## src/rtl/atm_session_ctrl.sv

```systemverilog
// Session sequencer for the crypto ATM: keypad-driven state walk, account/PIN
// buffers, table compare, PIN-retry lockout and inactivity timeout.
`timescale 1ns/1ps
module atm_session_ctrl #(
  parameter int unsigned TIMEOUT_CYCLES = 1000,
  parameter int unsigned MAX_PIN_TRIES  = 3,
  parameter logic [15:0] ACCT1          = 16'h7777,
  parameter logic [15:0] ACCT2          = 16'h1111,
  parameter logic [15:0] ACCT3          = 16'h3333,
  parameter logic [15:0] PIN1           = 16'h7777,
  parameter logic [15:0] PIN2           = 16'h1111,
  parameter logic [15:0] PIN3           = 16'h3333
) (
  input  logic        clk,
  input  logic        rst_n,
  input  logic        key_valid,
  input  logic [7:0]  ascii_code,
  input  logic        op_done,
  input  logic        op_err,
  output logic [4:0]  state,
  output logic [3:0]  status_code,
  output logic        status_valid,
  output logic [15:0] acct,
  output logic [15:0] pswd,
  output logic [1:0]  acct_idx,
  output logic [2:0]  digit_count,
  output logic [2:0]  locked
);

  localparam int unsigned TIMER_W = $clog2(TIMEOUT_CYCLES + 1);
  localparam int unsigned TRIES_W = $clog2(MAX_PIN_TRIES + 1);

  localparam logic [7:0] KEY_ENTER = 8'h0D;
  localparam logic [7:0] KEY_BKSP  = 8'h08;
  localparam logic [7:0] KEY_QUIT  = 8'h71;
  localparam logic [7:0] KEY_BAL   = 8'h62;
  localparam logic [7:0] KEY_CONV  = 8'h63;
  localparam logic [7:0] KEY_WDRAW = 8'h77;
  localparam logic [7:0] KEY_XFER  = 8'h74;

  localparam logic [3:0] ST_ACC_FOUND      = 4'd1;
  localparam logic [3:0] ST_ACC_NOT_FOUND  = 4'd2;
  localparam logic [3:0] ST_PIN_CORRECT    = 4'd3;
  localparam logic [3:0] ST_PIN_INCORRECT  = 4'd4;
  localparam logic [3:0] ST_EXIT           = 4'd7;
  localparam logic [3:0] ST_INPUT_COMPLETE = 4'd8;

  localparam logic [1:0] IDX_NONE = 2'd3;

  typedef enum logic [4:0] {
    S_IDLE             = 5'b00001,
    S_ACC_NUM          = 5'b00010,
    S_PIN_INPUT        = 5'b00011,
    S_MENU             = 5'b00100,
    S_SHOW_BALANCES    = 5'b00101,
    S_CONVERT_CURRENCY = 5'b00110,
    S_WITHDRAW         = 5'b01001,
    S_TRANSFER         = 5'b01011,
    S_ERROR            = 5'b01110,
    S_SUCCESS          = 5'b01111
  } state_t;

  state_t             state_q, state_d;
  logic [3:0]         status_code_q, status_code_d;
  logic               status_valid_q, status_valid_d;
  logic [15:0]        acct_q, acct_d;
  logic [15:0]        pswd_q, pswd_d;
  logic [1:0]         acct_idx_q, acct_idx_d;
  logic [2:0]         digit_count_q, digit_count_d;
  logic [2:0]         locked_q, locked_d;
  logic [TRIES_W-1:0] tries_q, tries_d;
  logic [TIMER_W-1:0] timer_q, timer_d;

  logic is_enter, is_quit, is_bksp, is_digit, activity, timeout;
  assign is_enter = key_valid && (ascii_code == KEY_ENTER);
  assign is_quit  = key_valid && (ascii_code == KEY_QUIT);
  assign is_bksp  = key_valid && (ascii_code == KEY_BKSP);
  assign is_digit = key_valid && (ascii_code >= 8'h30) && (ascii_code <= 8'h39);
  assign activity = key_valid | op_done | op_err;
  assign timeout  = (timer_q == TIMER_W'(TIMEOUT_CYCLES - 1));

  // Shift-register edit of whichever digit buffer is active
  logic [15:0] edit_src, edit_buf;
  logic [2:0]  edit_cnt;
  always_comb begin
    edit_src = (state_q == S_PIN_INPUT) ? pswd_q : acct_q;
    edit_buf = edit_src;
    edit_cnt = digit_count_q;
    if (is_digit && (digit_count_q < 3'd4)) begin
      edit_buf = {edit_src[11:0], ascii_code[3:0]};
      edit_cnt = digit_count_q + 3'd1;
    end else if (is_bksp && (digit_count_q != 3'd0)) begin
      edit_buf = edit_src >> 4;
      edit_cnt = digit_count_q - 3'd1;
    end
  end

  // Account table lookup and PIN reference for the matched account
  logic        match_valid, match_locked, pin_ok;
  logic [1:0]  match_idx;
  logic [15:0] pin_ref;
  always_comb begin
    match_valid  = 1'b1;
    match_idx    = IDX_NONE;
    match_locked = 1'b0;
    if (acct_q == ACCT1) begin
      match_idx    = 2'd0;
      match_locked = locked_q[0];
    end else if (acct_q == ACCT2) begin
      match_idx    = 2'd1;
      match_locked = locked_q[1];
    end else if (acct_q == ACCT3) begin
      match_idx    = 2'd2;
      match_locked = locked_q[2];
    end else begin
      match_valid = 1'b0;
    end
    case (acct_idx_q)
      2'd0:    pin_ref = PIN1;
      2'd1:    pin_ref = PIN2;
      default: pin_ref = PIN3;
    endcase
    pin_ok = (acct_idx_q != IDX_NONE) && (pswd_q == pin_ref);
  end

  logic [TRIES_W-1:0] tries_inc;
  assign tries_inc = tries_q + TRIES_W'(1);

  // Next-state and next-output logic
  always_comb begin
    state_d        = state_q;
    status_code_d  = status_code_q;
    status_valid_d = 1'b0;
    acct_d         = acct_q;
    pswd_d         = pswd_q;
    acct_idx_d     = acct_idx_q;
    digit_count_d  = digit_count_q;
    locked_d       = locked_q;
    tries_d        = tries_q;
    timer_d        = timer_q;

    if (state_q == S_IDLE) begin
      timer_d = '0;
      if (is_enter) begin
        state_d       = S_ACC_NUM;
        acct_d        = '0;
        pswd_d        = '0;
        digit_count_d = '0;
      end
    end else if (is_quit || timeout) begin
      state_d        = S_IDLE;
      status_code_d  = ST_EXIT;
      status_valid_d = 1'b1;
      acct_d         = '0;
      pswd_d         = '0;
      digit_count_d  = '0;
      tries_d        = '0;
      acct_idx_d     = IDX_NONE;
      timer_d        = '0;
    end else begin
      timer_d = activity ? '0 : timer_q + TIMER_W'(1);
      case (state_q)
        S_ACC_NUM: begin
          acct_d        = edit_buf;
          digit_count_d = edit_cnt;
          if (is_enter && (digit_count_q == 3'd4)) begin
            status_valid_d = 1'b1;
            if (match_valid && !match_locked) begin
              acct_idx_d    = match_idx;
              status_code_d = ST_ACC_FOUND;
              state_d       = S_PIN_INPUT;
              digit_count_d = '0;
              tries_d       = '0;
            end else begin
              acct_idx_d    = IDX_NONE;
              status_code_d = ST_ACC_NOT_FOUND;
              state_d       = S_ERROR;
            end
          end
        end
        S_PIN_INPUT: begin
          pswd_d        = edit_buf;
          digit_count_d = edit_cnt;
          if (is_enter && (digit_count_q == 3'd4)) begin
            status_valid_d = 1'b1;
            if (pin_ok) begin
              status_code_d = ST_PIN_CORRECT;
              tries_d       = '0;
              state_d       = S_MENU;
            end else begin
              status_code_d = ST_PIN_INCORRECT;
              tries_d       = tries_inc;
              pswd_d        = '0;
              digit_count_d = '0;
              if (tries_inc == TRIES_W'(MAX_PIN_TRIES)) begin
                locked_d = locked_q | (3'b001 << acct_idx_q);
                state_d  = S_ERROR;
              end
            end
          end
        end
        S_MENU: begin
          if (key_valid) begin
            status_code_d = ST_INPUT_COMPLETE;
            case (ascii_code)
              KEY_BAL:   begin state_d = S_SHOW_BALANCES;    status_valid_d = 1'b1; end
              KEY_CONV:  begin state_d = S_CONVERT_CURRENCY; status_valid_d = 1'b1; end
              KEY_WDRAW: begin state_d = S_WITHDRAW;         status_valid_d = 1'b1; end
              KEY_XFER:  begin state_d = S_TRANSFER;         status_valid_d = 1'b1; end
              default:   status_code_d = status_code_q;
            endcase
          end
        end
        S_SHOW_BALANCES, S_CONVERT_CURRENCY, S_WITHDRAW, S_TRANSFER: begin
          if (op_err)       state_d = S_ERROR;
          else if (op_done) state_d = S_SUCCESS;
        end
        S_SUCCESS: state_d = S_MENU;
        S_ERROR: begin
          if (key_valid) begin
            state_d       = S_IDLE;
            acct_d        = '0;
            pswd_d        = '0;
            digit_count_d = '0;
            tries_d       = '0;
            acct_idx_d    = IDX_NONE;
            timer_d       = '0;
          end
        end
        default: state_d = S_IDLE;
      endcase
    end
  end

  always_ff @(posedge clk or negedge rst_n) begin
    if (!rst_n) begin
      state_q        <= S_IDLE;
      status_code_q  <= '0;
      status_valid_q <= 1'b0;
      acct_q         <= '0;
      pswd_q         <= '0;
      acct_idx_q     <= IDX_NONE;
      digit_count_q  <= '0;
      locked_q       <= '0;
      tries_q        <= '0;
      timer_q        <= '0;
    end else begin
      state_q        <= state_d;
      status_code_q  <= status_code_d;
      status_valid_q <= status_valid_d;
      acct_q         <= acct_d;
      pswd_q         <= pswd_d;
      acct_idx_q     <= acct_idx_d;
      digit_count_q  <= digit_count_d;
      locked_q       <= locked_d;
      tries_q        <= tries_d;
      timer_q        <= timer_d;
    end
  end

  assign state        = state_q;
  assign status_code  = status_code_q;
  assign status_valid = status_valid_q;
  assign acct         = acct_q;
  assign pswd         = pswd_q;
  assign acct_idx     = acct_idx_q;
  assign digit_count  = digit_count_q;
  assign locked       = locked_q;

endmodule

```

## config.mk

```make
export PLATFORM = sky130hd
export DESIGN_NAME = atm_session_ctrl
export DESIGN_NICKNAME = d
export VERILOG_FILES = /design/src/rtl/atm_session_ctrl.sv
export SDC_FILE = /design/constraint.sdc
export NUM_CORES = 1
export LEC_CHECK = 0
export BUFFER_PORTS_ARGS = -buffer_cell sky130_fd_sc_hd__buf_2
export CAP_MARGIN = 5
export CELL_PAD_IN_SITES_DETAIL_PLACEMENT = 1
export CELL_PAD_IN_SITES_GLOBAL_PLACEMENT = 2
export CORE_MARGIN = 4
export CORE_UTILIZATION = 37
export DETAILED_ROUTE_END_ITERATION = 6
export PLACE_DENSITY_LB_ADDON = 0.1
export SKIP_CTS_REPAIR_TIMING = 1
export SLEW_MARGIN = 30
export SYNTH_ARGS = -nofsm -noshare
export SYNTH_HDL_FRONTEND = slang
export SYNTH_SLANG_ARGS = --single-unit
```

## constraint.sdc

```tcl
create_clock -name clk -period 5 [get_ports clk]
set_clock_uncertainty 0.05 [all_clocks]
set_input_delay 0.25 -clock clk [delete_from_list [all_inputs] [get_ports clk]]
set_output_delay 0.25 -clock clk [all_outputs]
set_load 0.1 [all_outputs]
```

==> flow_summary.toml, run 1 <==
[synth]
netlist_instances = 441
ys_seq_elements = 61
synth_seq_area_share = 0.3927
avgSynthCellArea_sq_um = 8.835
synth_area_leaders = "dfrtp_1 (37%), nand2_1 (5.5%), nor2_1 (4.9%)"
yosysWarnings = 0
syn_nets = 459
synthArstFlopShare = 1.000
synth_ff_type = "dfrtp_1"
ys_types = 70
synth_top_area_frac = 0.3725
syn-cell-area_sq_um = 3896
synth_area_leader_cell = "dfrtp_1"
synth-edff-count = 0

[clock_tree]
cts_buffer_depth = 2
clkTransAtPathRegs_ns = 0.07
cts_tree = "built"
worstSkewPairLatency_ns = 0.35
clkSinkCount = 61
clockRootBuffer = "clkbuf_8"
cts_buffers = 9
cts-htree-levels = 3

[timing]
fmax_mhz = 321.9
holdWs_ns = 0.02172
slew_headroom = 0.3847
period_needed_ns = 3.106
drv_slew = 0
fin_crit_sh = 0.6212
setup_violations = 0
rsz0062_at_grt = "no"
tightest_slew_ns = 0.9145
hold_viol_final = 0
setup_tns_ns = 0

[routing]
firstDrtPassIters = 4
wire_per_inst_microns = 19.51
drc = 0
viasPerCell = 5.663
via_count = 3613
drtAntennaViolNets = 0
wirelength_microns = 12450
drt_iter0_markers = 167

[place]
gp_congestion = 0.8547
place_hpwl_microns = 9142
io_buffers = 61

[global_routing]
grt_pass1_wl_microns = 20360
grt.overflow.total = 0
antenna_found_initial = 0
grt_pass1_vias = 3716
grt_start_max_net_pins = 62
grt_use_total = 0.2055

[finish]
antenna_cells = 0
drive_above_1_share = 0.2351
postLayoutCoreUtil = 0.4363
nets = 515
syn_to_final_growth_pct = 15.09

[die]
core_area_sq_um = 10280
io_pins = 63
die_w_microns = 110.6
rows = 37
die_y_microns = 110.6
initial_core_util = 0.3791
die_area_sq_um = 12240

[critical_path]
critPathArrivalTime_ns = 3.28
required_ns = 5.18
cp_slowest_cell = "dfstp_2"
r2r_cells = 6
cp_max_fo = 18
end_kind = "register"
crit_path_start = "state[0]"
ff2ff_setup_slack_ns = 1.89
cp_slowest_stage_delay_ns = 0.70
timing.rr.end = "pswd[8]"
r2r_start = "state[0]"
path_cells = "or3b_2, nor2_1, o21a_1, a31o_2, a21oi_2, a22o_1"
path_class = "reg2reg"
startpoint_type = "register"

[power_and_ir_drop]
p_leak_nw = 2.181
ir_drop_mv = 0.4999
power_w = 0.003048
power_density_nw_per_um2 = 679.8

[hold_path]
hold_class = "in2async"

[run_status]
status = "completed"

[job]
drv_cap = 0
-- power breakdown --
group,internal [W],switching [W],total (W),leakage [nW]
Combinational,0.000439,0.00140,0.00184,1.27
Sequential,0.000616,0.000202,0.000818,0.828
Clock,0.000193,0.000196,0.000389,0.0844
Total,0.00125,0.00180,0.00305,2.18
-- cell type report --
| class | instances | area [sq um] |
|---|---|---|
| Clock buffer | 14 | 152.6 |
| Clock inverter | 2 | 10.01 |
| Fill cell | 1260 | 5793 |
| Inverter | 12 | 45.04 |
| Multi-Input combinational cell | 348 | 2237 |
| Sequential cell | 61 | 1530 |
| Tap cell | 136 | 170.2 |
| Timing Repair Buffer | 65 | 339.1 |
-- critical path, delay by kind of cell (launching register included) --
family,cells,cell delay [ns]
flops,1,0.70
simple gates,2,1.00
compound gates,4,1.24
-- flip-flops by register name, summed over array words and instances (netlist names) --
signal        flops
tries_q           2
status_valid      1
locked            3
pswd             16
digit_count       3
timer_q          10
acct             16
state             4
acct_idx          2
status_code       4
-- how the worst max path moves through the flow --
| stage | to | slack, ns |
|---|---|---|
| 2_1_floorplan | acct[5] | 1.97 |
| 3_3_place_gp | state[3] | 1.99 |
| 3_5_place_dp | pswd[3] | 1.82 |
| 4_1_cts | pswd[2] | 1.81 |
| 5_1_grt | pswd[9] | 1.75 |
| 6_report | pswd[8] | 1.89 |
-- placed cells by master, fill, tap and decap left out, drive strengths merged, types with 16 or more instances in the layout --
master / count
nor2: 51
buf: 65
dfrtp: 58
o21ai: 22
nand2: 57
a21oi: 16
mux2i: 19
mux2: 17
-- cells in the mapped netlist (all sizes together) (4+ instances only) --
| library cell | number |
|---|---|
| nor3 | 13 |
| a211oi | 4 |
| or3 | 6 |
| nand2b | 5 |
| a21oi | 16 |
| mux2 | 17 |
| nor2 | 51 |
| and3 | 5 |
| dfrtp | 58 |
| xor2 | 4 |
| inv | 12 |
| nand3 | 14 |
| a31oi | 13 |
| clkbuf | 12 |
| a31o | 6 |
| nand4 | 4 |
| nor2b | 6 |
| buf | 8 |
| a22o | 14 |
| or4 | 5 |
| mux2i | 19 |
| nor4 | 5 |
| nand2 | 57 |
| xnor2 | 4 |
| o21ai | 22 |
| ha | 5 |
| o21a | 4 |
| o22ai | 6 |
-- kinds of logic (layout without fill, tap and decap cells) --
logic type,after synthesis,count (layout),share of synthesized area
and+or+nand+nor,188,188,0.2412
DFF,61,61,0.3927
buffers and inverters,32,93,0.03532
xor gates and xnor gates,8,8,0.01798
adders and majority gates,5,5,0.01606
AOI/OAI and AO/OA,110,110,0.1978
muxes,36,36,0.09794
other,1,1,0.0009625
-- routing by layer --
layer  up-vias  GRT usage  routed length (microns)
met5         -          0                        0
met4         0    0.04926                      129
met3        14    0.04055                      497
met2        72     0.3244                     5765
met1      1790     0.2899                     6054
li1       1737          -                        -
-- per-stage QoR --
stage               instance area, sq um  worst slack, ns  cells
floorplan                           3896            1.973    441
global placement                    4302            1.993    621
detailed placement                  4307            1.824    621
CTS                                 4469            1.808    637
global route                        4484            1.754    638
finish                              4484            1.894    638
Note: power is estimated with default switching activity, not from simulation.
==> run 2, diff against run 1 <==
Settings changed: ABC_AREA set to 1, CORE_UTILIZATION 37 to 28.
Clock period 5 ns to 2.8 ns, I/O delays scaled along.
==> flow_summary.toml, run 2 <==
[run_status]
status = "completed"

[routing]
drc = 0
drt_iter0_markers = 208
dr_wl_met2_microns = 7800
viasPerCell = 4.806
wirelength_microns = 15570
firstDrtPassIters = 4
routed-wl-met3_microns = 532
via_count = 4378
highest_layer = "met4"
met1_length_microns = 6995
drtAntennaViolNets = 0
wire_per_inst_microns = 17.09

[synth]
synth_seq_area_share = 0.3588
synth_most_common_cell = "nand2_1"
synth_top_area_frac = 0.3403
synthMuxAreaShare = 0
ys_seq_elements = 61
synth-simple-area-share = 0.4113
synth_xor_area_frac = 0.01027
syn-cell-area_sq_um = 4265
yosysWarnings = 0
synth_compound_area_frac = 0.1153
synth_ff_type = "dfrtp_1"
avgSynthCellArea_sq_um = 6.502
syn_nets = 674
synthArstFlopShare = 1.000
ys_types = 42
synth_area_leader_cell = "dfrtp_1"
ys_top_cells_by_count = "nand2_1 (241), nor2_1 (81), inv_1 (65)"
synth-edff-count = 0
synth_top_family_by_area = "simple AND/OR/NAND/NOR gates"
netlist_instances = 656
synth_area_leaders = "dfrtp_1 (34%), nand2_1 (21%), nor2_1 (7.1%)"
yosys.area_share.adder = 0.01467

[timing]
setup_violations = 0
setup_tns_ns = 0
rsz0062_at_grt = "no"
fmax_mhz = 420.7
period_needed_ns = 2.377
slew_headroom = 0.5337
fin_crit_sh = 0.8490
drv_slew = 0
hold_viol_final = 0
tightest_slew_ns = 0.6957

[finish]
drive_above_1_share = 0.1651
layout_commonest_cell = "nand2_1"
nets = 740
mostFrequentLayoutCells = "nand2_1 (241), nor2_1 (81), inv_1 (65)"
antenna_cells = 0
final_cells = 911
syn_to_final_growth_pct = 19.36

[clock_tree]
worstSkewPairLatency_ns = 0.34
cts-htree-levels = 3
clkTransAtPathRegs_ns = 0.05
clkSinkCount = 61
clockRootBuffer = "clkbuf_16"
cts_buffer_depth = 2
cts_buffers = 9
cts_tree = "built"

[power_and_ir_drop]
power_density_nw_per_um2 = 1240
ir_drop_mv = 0.6439
p_leak_nw = 2.767
p_int_w = 0.002670
switching_share = 0.5771
pwr-share-seq = 0.220
p_sw_w = 0.003643
pwr-share-clk = 0.196
comb_power_share = 0.584

[job]
drv_cap = 0

[place]
gp_congestion = 0.8499
place_inst = 894
io_buffers = 61
place_hpwl_microns = 12300

[die]
rows = 44
initial_core_util = 0.2891
io_pins = 63
die_area_sq_um = 17270
die_w_microns = 131.4
core_area_sq_um = 14750
die_y_microns = 131.4

[critical_path]
startpoint_type = "register"
r2r_cells = 12
required_ns = 3.02
end_kind = "register"
critPathArrivalTime_ns = 2.59
cp_max_fo = 26
path_class = "reg2reg"

[hold_path]
hold_class = "in2reg"
holdPathStages = 3

[global_routing]
grt_start_max_net_pins = 27
grt_pass1_vias = 4783
grt_use_total = 0.1867
grt_pass1_wl_microns = 25890
antenna_found_initial = 0
grt.overflow.total = 0
## run 2: worst paths after layout
kind | from | to | slack, ns
min | key_valid | status_valid | 0.25
max | state[0] | pswd[7] | 0.42
max reg2reg | state[0] | pswd[7] | 0.42
min in group asynchronous | rst_n | timer_q[3] | 0.29
max in group asynchronous | rst_n | acct_idx[1] | 1.60
min reg2reg | status_code[1] | status_code[1] | 0.43
## run 2: cell type report
class,count,area (sq um)
Clock buffer,12,256.5
Clock inverter,4,70.07
Fill cell,1944,9663
Inverter,74,287.8
Multi-Input combinational cell,508,2356
Sequential cell,61,1530
Tap cell,184,230.2
Timing Repair Buffer,68,360.3
## run 2: logic make-up (layout without fill, tap and decap cells)
logic type | count (synthesis) | count (layout)
simple gates | 406 | 406
fa+ha+maj | 5 | 5
xor+xnor | 5 | 5
buf+inv | 87 | 158
other cells | 1 | 1
compound gates | 91 | 91
flops | 61 | 61
## run 2: layer usage
metal | up-vias | GRT usage
li1 | 2205 | -
met1 | 2086 | 0.2322
met2 | 65 | 0.3258
met3 | 22 | 0.04128
met4 | 0 | 0.05251
met5 | - | 0
## run 2: through the flow
stage               power [W]  setup slack, ns  hold WS (ns)  cell area, sq um  utilization
finish               0.006312           0.4228        0.2532              5091       0.3451
global route         0.006777           0.1134        0.2750              5091       0.3451
CTS                  0.006406           0.3717       -0.2397              5081       0.3444
detailed placement   0.005138           0.3712        0.1244              4755       0.3223
global placement     0.005105           0.4374        0.1273              4755       0.3223
floorplan            0.004282           0.3008       -0.2056              4265            -
## run 2: critical path: stages (launching register included)
cell	delay [ns]
dfstp_2	0.60
nand2_1	0.10
inv_2	0.09
nand2_4	0.18
clkinv_2	0.32
nor2_1	0.11
nand2_1	0.12
nand2_4	0.12
inv_6	0.14
nand2_4	0.08
inv_2	0.22
nand2_1	0.10
o21ai_2	0.07
## run 2: power by group through the flow
stage          logic, W  registers (W)  clock network [W]
2_1_floorplan   0.00156        0.00273                  0
5_1_grt         0.00404        0.00143            0.00130
3_5_place_dp    0.00373        0.00141                  0
6_report        0.00369        0.00139            0.00124
4_1_cts         0.00374        0.00140            0.00127
3_3_place_gp    0.00371        0.00140                  0
==> run 3, diff against run 2 <==
Settings changed: CORE_UTILIZATION 28 to 31.
Clock period 2.8 ns to 2.48 ns, I/O delays scaled along.
==> flow_summary.toml, run 3 (same netlist as run 2, synthesis figures left out) <==
[finish]
syn_to_final_growth_pct = 20.53
multi_input_comb_area_sq_um = 2356
drive_above_1_share = 0.1753
nets = 750
mostFrequentLayoutCells = "nand2_1 (241), nor2_1 (81), inv_1 (65)"
postLayoutCoreUtil = 0.3852
regArea_sq_um = 1531
n_fill_cell = 1780
antenna_cells = 0
layout_commonest_cell = "nand2_1"

[routing]
drc = 0
via_count = 4539
wire_per_inst_microns = 16.67
drt_iter0_markers = 131
drtAntennaViolNets = 0
firstDrtPassIters = 4
wirelength_microns = 15200
viasPerCell = 4.977

[global_routing]
antenna_found_initial = 0
grt_pass1_vias = 4612
grt.overflow.total = 0
grt_use_total = 0.1966
grt_pass1_wl_microns = 24660
grt_start_max_net_pins = 33

[critical_path]
end_kind = "register"
path_class = "reg2reg"
startpoint_type = "register"
cp_max_fo = 17
required_ns = 2.64
critPathArrivalTime_ns = 2.41

[place]
gp_congestion = 0.8503
place_hpwl_microns = 11790
io_buffers = 61

[clock_tree]
worstSkewPairLatency_ns = 0.34
cts-htree-levels = 3
clkTransAtPathRegs_ns = 0.06
cts_tree = "built"
clockRootBuffer = "clkbuf_16"
clkSinkCount = 61
cts_buffer_depth = 2
cts_buffers = 9

[die]
rows = 42
die_y_microns = 125.3
initial_core_util = 0.3196
core_area_sq_um = 13350
die_w_microns = 125.3
die_area_sq_um = 15700
io_pins = 63

[power_and_ir_drop]
p_leak_nw = 2.799
power_density_nw_per_um2 = 1379
ir_drop_mv = 0.6182

[timing]
period_needed_ns = 2.250
tightest_slew_ns = 0.8018
slew_headroom = 0.4655
setup_violations = 0
fmax_mhz = 444.5
setup_tns_ns = 0
rsz0062_at_grt = "no"
drv_slew = 0
hold_viol_final = 0
fin_crit_sh = 0.9072

[run_status]
status = "completed"

[job]
drv_cap = 0

[hold_path]
hold_class = "in2reg"
## run 3: changes by cell type in the layout (fill, tap and decap cells not counted), sizes merged
cell / before / now
clkbuf: 12 / 14
clkinv: 4 / 2
buf: 67 / 77
inv: 72 / 73
bufinv: 2 / 0
## run 3: routing by layer
metal / share of wire / up-vias / track usage / wire, microns
li1: - / 2235 / - / -
met1: 0.49 / 2221 / 0.2782 / 7442
met2: 0.46 / 70 / 0.3148 / 7034
met3: 0.035 / 13 / 0.03028 / 537
met4: 0.012 / 0 / 0.05230 / 187
met5: 0 / - / 0 / 0
## run 3: final timing paths
kind	start	endpoint	slack, ns	cells after the start
hold / removal	ascii_code[0]	pswd[0]	0.24	5
min in group asynchronous	rst_n	acct[9]	0.36	2
setup / recovery	timer_q[0]	acct[12]	0.23	11
hold reg to reg	tries_q[0]	tries_q[0]	0.44	2
max in group asynchronous	rst_n	state[0]	1.30	3
setup reg to reg	timer_q[0]	acct[12]	0.23	11
## run 3: area by class of cell
type	count	area share
sequential	61	0.2979
timing repair buffer	78	0.08956
inverter	74	0.05719
clock inverter	1	0.0009735
tap	176	0.04283
multi-input combinational	508	0.4583
clock buffer	14	0.05330
## run 3: per-stage QoR
step	instance area (sq um)	cells	hold WS (ns)	setup WS (ns)	total power, W
global route	5141	912	0.2852	0.01144	0.007559
global placement	4796	891	0.1938	0.07672	0.005764
finish	5141	912	0.2415	0.2301	0.007088
detailed placement	4796	891	0.2088	0.07707	0.005811
floorplan	4267	656	-0.2216	0.02498	0.004835
CTS	5075	906	-0.1465	0.06445	0.007044
## run 3: critical path, cell delays in order, from the launching register on
cell	delay, ns
dfrtp_1	0.41
ha_1	0.25
nand2_1	0.10
inv_1	0.10
nand4_4	0.14
nand2_4	0.08
nor2_1	0.13
nand2_1	0.08
nand2_2	0.11
nand2_2	0.19
inv_2	0.34
o21ai_0	0.13
## run 3: report_power, final
part           leakage [nW]  switching (W)  total [W]  internal, W
sequential            0.814       0.000286    0.00155      0.00126
combinational          1.85        0.00341    0.00433     0.000916
clock                 0.139       0.000461    0.00121     0.000752
